File: config.mk
export PLATFORM = sky130hd
export DESIGN_NAME = parking_lot_ctrl
export DESIGN_NICKNAME = d
export VERILOG_FILES = /design/src/rtl/parking_lot_ctrl_pkg.sv /design/src/rtl/parking_zone_counter.sv /design/src/rtl/parking_lot_ctrl.sv
export SDC_FILE = /design/constraint.sdc
export NUM_CORES = 1
export LEC_CHECK = 0
export CAP_MARGIN = 20
export CORE_MARGIN = 4
export CORE_UTILIZATION = 45
export CTS_BUF_LIST = sky130_fd_sc_hd__clkbuf_2
export DETAILED_ROUTE_END_ITERATION = 7
export PLACE_DENSITY = 0.79
export SLEW_MARGIN = 30
export SYNTH_ARGS = -nofsm -noshare
export SYNTH_HDL_FRONTEND = slang
export SYNTH_SLANG_ARGS = --single-unit
File: constraint.sdc
create_clock -name clk -period 4.09 [get_ports clk]
set_input_delay 1.0225 -clock clk [delete_from_list [all_inputs] [get_ports clk]]
set_output_delay 1.0225 -clock clk [all_outputs]
set_load 0.05 [all_outputs]
File: src/rtl/parking_lot_ctrl_pkg.sv
// Shared defaults and helpers for the parking lot controller.
package parking_lot_ctrl_pkg;

  localparam int unsigned DEF_N_ZONES   = 4;
  localparam int unsigned DEF_ZONE_CAP  = 10;
  localparam int unsigned DEF_AF_MARGIN = 2;

  // Ceiling log2, elaboration-time only.
  function automatic int unsigned clog2(input int unsigned value);
    int unsigned res;
    res = 0;
    for (int i = 0; i < 32; i++) begin
      if ((64'(1) << i) < 64'(value)) res = i + 1;
    end
    return res;
  endfunction

endpackage

File: src/rtl/parking_zone_counter.sv
// One parking zone: sensor edge detect, saturating occupancy counter,
// registered status flags and reject/error pulses.
module parking_zone_counter
  import parking_lot_ctrl_pkg::*;
#(
  parameter int unsigned ZONE_CAP  = DEF_ZONE_CAP,
  parameter int unsigned AF_MARGIN = DEF_AF_MARGIN,
  parameter int unsigned CNT_W     = clog2(ZONE_CAP + 1)
) (
  input  logic             clk,
  input  logic             reset,
  input  logic             car_in,
  input  logic             car_out,
  output logic [CNT_W-1:0] count,
  output logic             full,
  output logic             empty,
  output logic             afull,
  output logic             entry_reject,
  output logic             exit_error,
  output logic             inc_c,
  output logic             dec_c
);

  localparam logic [CNT_W-1:0] CAP       = CNT_W'(ZONE_CAP);
  localparam logic             AFULL_RST = (ZONE_CAP <= AF_MARGIN);

  logic             in_prev, out_prev;
  logic             in_evt, out_evt;
  logic             rej_d, err_d;
  logic [CNT_W-1:0] count_d;

  assign in_evt  = car_in  & ~in_prev;
  assign out_evt = car_out & ~out_prev;

  // Simultaneous entry and exit cancel out, even at the boundaries.
  always_comb begin
    inc_c   = 1'b0;
    dec_c   = 1'b0;
    rej_d   = 1'b0;
    err_d   = 1'b0;
    count_d = count;
    if (in_evt && !out_evt) begin
      if (count == CAP) rej_d = 1'b1;
      else              inc_c = 1'b1;
    end else if (out_evt && !in_evt) begin
      if (count == '0) err_d = 1'b1;
      else             dec_c = 1'b1;
    end
    if (inc_c)      count_d = count + CNT_W'(1);
    else if (dec_c) count_d = count - CNT_W'(1);
  end

  // Flags are registered from the next count so they track count exactly.
  always_ff @(posedge clk or negedge reset) begin
    if (!reset) begin
      in_prev      <= 1'b0;
      out_prev     <= 1'b0;
      count        <= '0;
      full         <= 1'b0;
      empty        <= 1'b1;
      afull        <= AFULL_RST;
      entry_reject <= 1'b0;
      exit_error   <= 1'b0;
    end else begin
      in_prev      <= car_in;
      out_prev     <= car_out;
      count        <= count_d;
      full         <= (count_d == CAP);
      empty        <= (count_d == '0);
      afull        <= ((ZONE_CAP - 32'(count_d)) <= AF_MARGIN);
      entry_reject <= rej_d;
      exit_error   <= err_d;
    end
  end

endmodule

File: src/rtl/parking_lot_ctrl.sv
// Parking lot controller: N independent zone counters plus a running
// lot-wide total and lot full/empty flags.
module parking_lot_ctrl
  import parking_lot_ctrl_pkg::*;
#(
  parameter  int unsigned N_ZONES   = DEF_N_ZONES,
  parameter  int unsigned ZONE_CAP  = DEF_ZONE_CAP,
  parameter  int unsigned AF_MARGIN = DEF_AF_MARGIN,
  localparam int unsigned CNT_W     = clog2(ZONE_CAP + 1),
  localparam int unsigned TOT_W     = clog2(N_ZONES * ZONE_CAP + 1)
) (
  input  logic                     clk,
  input  logic                     reset,
  input  logic [N_ZONES-1:0]       car_in,
  input  logic [N_ZONES-1:0]       car_out,
  output logic [N_ZONES*CNT_W-1:0] zone_count,
  output logic [N_ZONES-1:0]       zone_full,
  output logic [N_ZONES-1:0]       zone_empty,
  output logic [N_ZONES-1:0]       zone_afull,
  output logic [N_ZONES-1:0]       entry_reject,
  output logic [N_ZONES-1:0]       exit_error,
  output logic [TOT_W-1:0]         total_count,
  output logic                     lot_full,
  output logic                     lot_empty
);

  localparam logic [TOT_W-1:0] TOT_MAX = TOT_W'(N_ZONES * ZONE_CAP);

  logic [N_ZONES-1:0] inc, dec;
  logic [TOT_W-1:0]   total_d;

  for (genvar z = 0; z < N_ZONES; z++) begin : g_zone
    parking_zone_counter #(
      .ZONE_CAP  (ZONE_CAP),
      .AF_MARGIN (AF_MARGIN),
      .CNT_W     (CNT_W)
    ) u_cnt (
      .clk          (clk),
      .reset        (reset),
      .car_in       (car_in[z]),
      .car_out      (car_out[z]),
      .count        (zone_count[z*CNT_W +: CNT_W]),
      .full         (zone_full[z]),
      .empty        (zone_empty[z]),
      .afull        (zone_afull[z]),
      .entry_reject (entry_reject[z]),
      .exit_error   (exit_error[z]),
      .inc_c        (inc[z]),
      .dec_c        (dec[z])
    );
  end

  // Net change this edge: zone increments minus zone decrements.
  always_comb begin
    total_d = total_count;
    for (int z = 0; z < N_ZONES; z++) begin
      if (inc[z]) total_d = total_d + TOT_W'(1);
      if (dec[z]) total_d = total_d - TOT_W'(1);
    end
  end

  // Every zone is capped, so the lot is full exactly when the total hits max.
  always_ff @(posedge clk or negedge reset) begin
    if (!reset) begin
      total_count <= '0;
      lot_full    <= 1'b0;
      lot_empty   <= 1'b1;
    end else begin
      total_count <= total_d;
      lot_full    <= (total_d == TOT_MAX);
      lot_empty   <= (total_d == '0);
    end
  end

endmodule

=== After elaboration in Yosys (flattened, before gate mapping) ===
Index checks and enable logic that the tools add are counted.

* Register bits after elaboration: 52
* Bits of input ports: 10
* Output and inout port bits: 44
* Logic and storage cells: 165

* Add/subtract/negate cells: 20
* Magnitude comparators: 4
* Eq/ne operators: 9
* Mux-type cells: 56
* Bitwise gates (word level): 16
* Reduce and logical (&&, ||, !) cells: 25

{| class="wikitable"
|+ Operators with widths
! cell !! number
|-
| 32-bit by 2-bit less-or-equal comparator with 1-bit output, second input constant || 4
|-
| 6-bit 2-to-1 mux || 8
|-
| 1-bit 2-to-1 mux || 40
|-
| 4-bit equality test, second input constant || 8
|-
| 4-bit logical NOT || 8
|-
| 4-bit 2-to-1 mux || 8
|-
| 6-bit by 1-bit adder with 6-bit output, second input constant || 4
|-
| 6-bit by 1-bit subtractor with 6-bit output, second input constant || 4
|-
| 4-bit by 4-bit subtractor with 5-bit output, first input constant || 4
|-
| 4-bit by 1-bit adder with 4-bit output, second input constant || 4
|-
| 4-bit by 1-bit subtractor with 4-bit output, second input constant || 4
|-
| 1-bit AND || 8
|-
| 1-bit logical AND || 8
|-
| 1-bit logical NOT || 8
|-
| 1-bit inverter || 8
|-
| 6-bit equality test, second input constant || 1
|-
| 6-bit logical NOT || 1
|}

=== Longest topological paths before layout ===
* Depth after elaboration: 21
* Depth in mapped cells: 23
* Gate-level depth less buffers: 22

=== Modules after synthesis ===
A second synthesis with hierarchy kept.

* Cell total of the unflattened synthesis: 434
* Area, all modules: 4247.8 µm²

{| class="wikitable"
|+ Modules (own cells, without submodules)
! module !! times used !! cells each !! area an instance (µm²)
|-
| parking_zone_counter || 4 || 60 || 655.6
|-
| parking_lot_ctrl || 1 || 194 || 1625.3
|}

=== Least setup slack after synthesis ===
OpenSTA, ideal clock, no wires.

* Path kind: input-to-reg
* Start: input car_out[1]
* End: register total_count[5]
* Library setup time: 0.130 ns
* Arrival time: 4.531 ns
* Path slack: -0.571 ns
* Stages on the path: 20
* Path buffers: 1
* Path through: nor2b_1 -> and3_1 -> clkbuf_1 -> mux2i_1 -> mux4_2 -> xor2_1 -> inv_1 -> ha_1 -> a21oi_1 -> ha_1 -> nand2_1 -> and2_1 -> ha_1 -> nand3_1 -> o2111a_1 -> a31oi_1 -> a21oi_1 -> xor2_1 -> nand3b_1 -> xnor2_1

* Cells in the longest elaborated chain, start to end: 15
* Elaborated cells on any way between the ends: 18

{| class="wikitable"
|+ Ends and longest elaborated chain
! item !! line !! text
|-
| from (decl) || parking_lot_ctrl.sv:15 || <nowiki>input logic [N_ZONES-1:0] car_out,</nowiki>
|-
| 1-bit AND * || parking_zone_counter.sv:33 || <nowiki>assign out_evt = car_out & ~out_prev;</nowiki>
|-
| 1-bit logical NOT || parking_zone_counter.sv:42 || <nowiki>if (in_evt && !out_evt) begin</nowiki>
|-
| 1-bit logical AND || parking_zone_counter.sv:42 ||
|-
| 1-bit 2-to-1 mux || parking_zone_counter.sv:42 ||
|-
| 6-bit 2-to-1 mux || parking_lot_ctrl.sv:57 || <nowiki>if (inc[z]) total_d = total_d + TOT_W'(1);</nowiki>
|-
| 6-bit by 1-bit subtractor with 6-bit output || parking_lot_ctrl.sv:58 || <nowiki>if (dec[z]) total_d = total_d - TOT_W'(1);</nowiki>
|-
| 6-bit 2-to-1 mux * || parking_lot_ctrl.sv:58 ||
|-
| 6-bit by 1-bit adder with 6-bit output || parking_lot_ctrl.sv:57 ||
|-
| 6-bit 2-to-1 mux * || parking_lot_ctrl.sv:57 ||
|-
| 6-bit by 1-bit subtractor with 6-bit output || parking_lot_ctrl.sv:58 ||
|-
| 6-bit 2-to-1 mux * || parking_lot_ctrl.sv:58 ||
|-
| 6-bit by 1-bit adder with 6-bit output || parking_lot_ctrl.sv:57 ||
|-
| 6-bit 2-to-1 mux * || parking_lot_ctrl.sv:57 ||
|-
| 6-bit by 1-bit subtractor with 6-bit output || parking_lot_ctrl.sv:58 ||
|-
| 6-bit 2-to-1 mux * || parking_lot_ctrl.sv:58 ||
|-
| via total_d[5] || parking_lot_ctrl.sv:30 || <nowiki>logic [TOT_W-1:0] total_d;</nowiki>
|-
| to (signal assigned) || parking_lot_ctrl.sv:69 || <nowiki>total_count <= total_d;</nowiki>
|-
| to (decl) || parking_lot_ctrl.sv:22 || <nowiki>output logic [TOT_W-1:0] total_count,</nowiki>
|}

Mark *: on every way through the listed nets, which the timed path passes. The rest lies on a longest branch.

=== Worst setup path in the final report ===
* Start: input car_in[1]
* End: register total_count[4]

* Cells in the longest elaborated chain, start to end: 14
* Elaborated cells on any way between the ends: 18

{| class="wikitable"
|+ Ends and longest elaborated chain
! item !! line !! text
|-
| from (decl) || parking_lot_ctrl.sv:14 || <nowiki>input logic [N_ZONES-1:0] car_in,</nowiki>
|-
| 1-bit AND * || parking_zone_counter.sv:32 || <nowiki>assign in_evt = car_in & ~in_prev;</nowiki>
|-
| 1-bit logical AND / 1-bit logical NOT (equally long branches) || parking_zone_counter.sv:42, parking_zone_counter.sv:45 ||
|-
| 1-bit 2-to-1 mux / 1-bit logical AND (equally long branches) || parking_zone_counter.sv:42, parking_zone_counter.sv:45 ||
|-
| 6-bit 2-to-1 mux / 1-bit 2-to-1 mux (equally long branches) || parking_lot_ctrl.sv:57, parking_zone_counter.sv:45 ||
|-
| 6-bit by 1-bit subtractor with 6-bit output / 1-bit 2-to-1 mux (equally long branches) || parking_lot_ctrl.sv:58, parking_zone_counter.sv:42 ||
|-
| 6-bit 2-to-1 mux * || parking_lot_ctrl.sv:58 ||
|-
| 6-bit by 1-bit adder with 6-bit output || parking_lot_ctrl.sv:57 ||
|-
| 6-bit 2-to-1 mux * || parking_lot_ctrl.sv:57 ||
|-
| 6-bit by 1-bit subtractor with 6-bit output || parking_lot_ctrl.sv:58 ||
|-
| 6-bit 2-to-1 mux * || parking_lot_ctrl.sv:58 ||
|-
| 6-bit by 1-bit adder with 6-bit output || parking_lot_ctrl.sv:57 ||
|-
| 6-bit 2-to-1 mux * || parking_lot_ctrl.sv:57 ||
|-
| 6-bit by 1-bit subtractor with 6-bit output || parking_lot_ctrl.sv:58 ||
|-
| 6-bit 2-to-1 mux * || parking_lot_ctrl.sv:58 ||
|-
| via total_d[4] || parking_lot_ctrl.sv:30 ||
|}

Marked as above.

==> impl_metrics.prom <==
# TYPE chip_impl_metric gauge
chip_impl_metric{name="area_growth",unit="%"} 34.1
chip_impl_metric{name="synthesized_area_per_cell",unit="um2"} 9.86
chip_impl_info{name="root_buffer",value="clkbuf_2"} 1
chip_impl_metric{name="clkSlewWorstSetupHoldPaths",unit="ps"} 260
chip_impl_metric{name="mappedNetlistArea",unit="mm2"} 0.00379
chip_impl_metric{name="static-leakage-power",unit="nW"} 2.31
chip_impl_info{name="run_status",value="finished, violations left"} 1
chip_impl_metric{name="fin_nets",unit=""} 543
chip_impl_metric{name="layout.core_utilization",unit="%"} 61.9
chip_impl_metric{name="grt_pass1_wl",unit="um"} 14700
chip_impl_metric{name="critPathMaxFanout",unit=""} 4
chip_impl_metric{name="max_freq",unit="MHz"} 235
chip_impl_metric{name="hold_buffers",unit=""} 0
chip_impl_info{name="critPathSlowestCell",value="mux4_2"} 1
chip_impl_metric{name="detail-route-antenna-nets",unit=""} 0
chip_impl_metric{name="grt_antenna_before_repair",unit=""} 0
chip_impl_metric{name="normalized_max_slew_margin",unit="%"} 59.5
chip_impl_metric{name="cts_made_buffers",unit=""} 5
chip_impl_metric{name="finClkSkew",unit="ps"} 17.7
chip_impl_metric{name="die-area",unit="mm2"} 0.00997
chip_impl_metric{name="crit_required",unit="ps"} 4490
chip_impl_info{name="critical_path.most_common_cell",value="buf_4"} 1
chip_impl_metric{name="wl_per_cell",unit="um"} 14.0
chip_impl_info{name="timing.setup.critical_path_class",value="input port to flip-flop"} 1
chip_impl_metric{name="die-height",unit="um"} 99.8
chip_impl_metric{name="drive_gt1_share",unit="%"} 29.6
chip_impl_metric{name="floorplan_row_count",unit=""} 33
chip_impl_info{name="grt_setup_unrepaired",value="yes"} 1
chip_impl_metric{name="first_pass_iters",unit=""} 5
chip_impl_metric{name="post_synth_net_total",unit=""} 429
chip_impl_metric{name="grt.overflow.total",unit=""} 0
chip_impl_info{name="startpoint_class_of_the_critical_path",value="input port"} 1
chip_impl_metric{name="route.final.wire_length",unit="um"} 8500
chip_impl_metric{name="synth_top_cell_area_share",unit="%"} 31.0
chip_impl_metric{name="post-route-min-period",unit="ps"} 4250
chip_impl_info{name="synth_commonest_cells",value="dfrtp_1, nand2_1, ha_1, xnor2_1, nor2_1"} 1
chip_impl_metric{name="pin_count",unit=""} 54
chip_impl_info{name="dominantRegCellSynth",value="dfrtp_1"} 1
chip_impl_metric{name="cts_htree_levels",unit=""} 2
chip_impl_metric{name="place_hpwl",unit="um"} 6330
chip_impl_metric{name="p_per_area",unit="mW/mm2"} 906
chip_impl_metric{name="drcViolationCount",unit=""} 0
chip_impl_metric{name="peakVddDrop",unit="V"} 0.000475
chip_impl_info{name="synth_most_common_cell",value="dfrtp_1"} 1
chip_impl_metric{name="final_max_slew_viol_count",unit=""} 0
chip_impl_metric{name="cts-root-to-sink-buffers",unit=""} 2
chip_impl_metric{name="gp_congestion",unit=""} 0.814
chip_impl_metric{name="dr_total_vias",unit=""} 3104
chip_impl_info{name="hold_class",value="input port to async pin"} 1
chip_impl_metric{name="path_buf_inv",unit=""} 5
chip_impl_metric{name="yosys_cell_types",unit=""} 63
chip_impl_info{name="largest_area_contributor_in_the_netlist",value="dfrtp_1"} 1
chip_impl_metric{name="drt_iter0_drc",unit=""} 101
chip_impl_metric{name="ys_warn_count",unit=""} 0
chip_impl_metric{name="numClockSinks",unit=""} 52
chip_impl_info{name="critical-path-top-delay-family",value="simple AND/OR/NAND/NOR gates"} 1
chip_impl_metric{name="asyncSetResetFlopFracSynth",unit="%"} 100
chip_impl_metric{name="vias_per_cell",unit=""} 5.13
chip_impl_metric{name="timing_hold_violations_final",unit=""} 0
chip_impl_metric{name="synth-seq-cells",unit=""} 52
chip_impl_metric{name="max_stage_delay",unit="ps"} 530
chip_impl_metric{name="timing_worst_slew_pin_value",unit="ps"} 604
chip_impl_metric{name="setup_viol",unit=""} 4
chip_impl_metric{name="global_route.usage.total",unit="%"} 18.0
chip_impl_metric{name="die_w",unit="um"} 99.8
chip_impl_info{name="yosys-top-cells-area",value="dfrtp_1, ha_1, xnor2_1"} 1
chip_impl_metric{name="placed_area",unit="mm2"} 0.00480
chip_impl_metric{name="portion_of_the_post_synthesis_area_used_by_sequential_elements",unit="%"} 34.5
chip_impl_metric{name="finish.instance_area",unit="mm2"} 0.00509
chip_impl_metric{name="worstSkewPairLatency",unit="ps"} 440
chip_impl_metric{name="insertedDiodeCount",unit=""} 0
chip_impl_metric{name="worst_ep_arrival_time",unit="ps"} 4650
chip_impl_metric{name="io_buffers",unit=""} 53
chip_impl_metric{name="initial_core_util",unit="%"} 46.2
chip_impl_metric{name="postLayoutSetupSlackWorst",unit="ps"} -160
chip_impl_info{name="setup.worst_path.end_class",value="flip-flop"} 1
chip_impl_info{name="failed_checks",value="negative setup slack"} 1
chip_impl_metric{name="netlist_instances",unit=""} 385
chip_impl_info{name="crit_path_cell_trace",value="dlygate4sd2_1, nand2b_1, and3_4, mux2i_1, mux4_2, xor2_4, inv_2, ha_4, a21oi_2, ha_1, nand2_2, and2_4, buf_4, buf_4, mux2i_2, ha_2, nand2_2, buf_4, nor3_1, xnor2_2"} 1
chip_impl_metric{name="vias_in_the_first_global_route",unit=""} 3206
chip_impl_metric{name="grt_max_degree",unit=""} 42
chip_impl_metric{name="layout_worst_path_cycle_share",unit="%"} 104
chip_impl_metric{name="synth-edff-count",unit=""} 0
chip_impl_info{name="tritoncts",value="built"} 1
chip_impl_metric{name="design.core.area",unit="mm2"} 0.00822
chip_impl_metric{name="max_cap_viol_count",unit=""} 0
==> layout by cell type, fill, tap and decap left out, types with 4 or more instances in the layout <==
master	instances
a22oi_1	4
nand3_1	6
a31oi_1	6
clkdlybuf4s50_1	48
nor4_1	6
xnor2_1	29
xor2_2	4
inv_1	19
o211ai_1	5
dfstp_2	5
dfrtp_1	44
ha_1	29
dlygate4sd2_1	4
nand4_1	6
nand2_1	32
buf_4	82
nor2_1	29
a21oi_1	8
nor3_1	13
mux2i_1	11
clkbuf_2	7
a41oi_1	4
xor2_1	10
nand3b_1	6
nand2b_1	8
==> worst paths after layout <==
kind	cells past startpoint	to	slack, ps	start
max in group asynchronous	2	g_zone[1].u_cnt.count[1]	3010	reset
min in group clk	3	g_zone[3].u_cnt.exit_error	580	g_zone[3].u_cnt.out_prev
hold reg to reg	3	g_zone[3].u_cnt.exit_error	580	g_zone[3].u_cnt.out_prev
setup / recovery	20	total_count[4]	-160	car_in[1]
hold / removal	1	g_zone[1].u_cnt.afull	520	reset
setup reg to reg	21	total_count[4]	-160	g_zone[0].u_cnt.count[0]
==> what timing repair did <==
action                                  4_1_cts  5_1_grt
pin swaps                                    11       11
endpoints found under the setup margin        7        7
buffers inserted                              9        7
gates resized for setup                      24        6
==> flip-flops by register name, summed over array words and instances, names as in the netlist <==
register	flops
lot_full	1
g_zone.u_cnt.exit_error	4
g_zone.u_cnt.in_prev	4
g_zone.u_cnt.afull	4
g_zone.u_cnt.entry_reject	4
g_zone.u_cnt.count	16
total_count	6
g_zone.u_cnt.out_prev	4
g_zone.u_cnt.empty	4
g_zone.u_cnt.full	4
lot_empty	1
==> metal layers <==
| metal | share of wire (%) | wire length (um) | track usage (%) |
|---|---|---|---|
| met2 | 54 | 4590 | 33.1 |
| met3 | 3.5 | 297 | 2.85 |
| met5 | 0 | 0 | 0 |
| met4 | 1.6 | 132 | 5.04 |
| met1 | 41 | 3480 | 21.6 |
==> power breakdown <==
| group | internal (mW) | leakage (nW) | switching, mW | total (mW) |
|---|---|---|---|---|
| clock | 0.0466 | 0.0330 | 0.163 | 0.209 |
| combinational | 1.56 | 1.65 | 1.98 | 3.54 |
| sequential | 0.704 | 0.635 | 0.159 | 0.863 |
==> final cells by class <==
cell class,count,area (um2)
flip-flops and latches,52,1310
clock inverters,1,5.00
fillers,670,3130
clock buffers,7,35.0
repair buffers,134,1130
multi-input cells,284,2390
well taps,105,131
inverters,22,82.6
==> through the flow <==
stage | instances | hold WS (ps) | setup TNS [ps] | setup WS [ps] | power [mW]
after detailed placement | 581 | 550 | -5870 | -1000 | 4.04
after floorplan | 385 | 506 | -868 | -277 | 3.04
after global routing | 605 | 504 | -1240 | -313 | 4.98
after global placement | 581 | 542 | -4740 | -824 | 3.91
after CTS | 598 | 579 | -351 | -128 | 4.44
final | 605 | 520 | -491 | -160 | 4.61
==> kinds of logic (layout without fill, tap and decap cells) <==
| family | after synthesis | after routing | share of synthesized area, % |
|---|---|---|---|
| buffers and inverters | 49 | 164 | 7.68 |
| AO/OA/AOI/OAI | 44 | 44 | 8.70 |
| multiplexers | 13 | 13 | 3.76 |
| XOR/XNOR | 51 | 51 | 13.9 |
| adder cells (fa/ha/maj) | 34 | 34 | 11.2 |
| AND/OR/NAND/NOR | 142 | 142 | 20.2 |
| flip-flops | 52 | 52 | 34.5 |
Power figures use the tool's default switching activity.
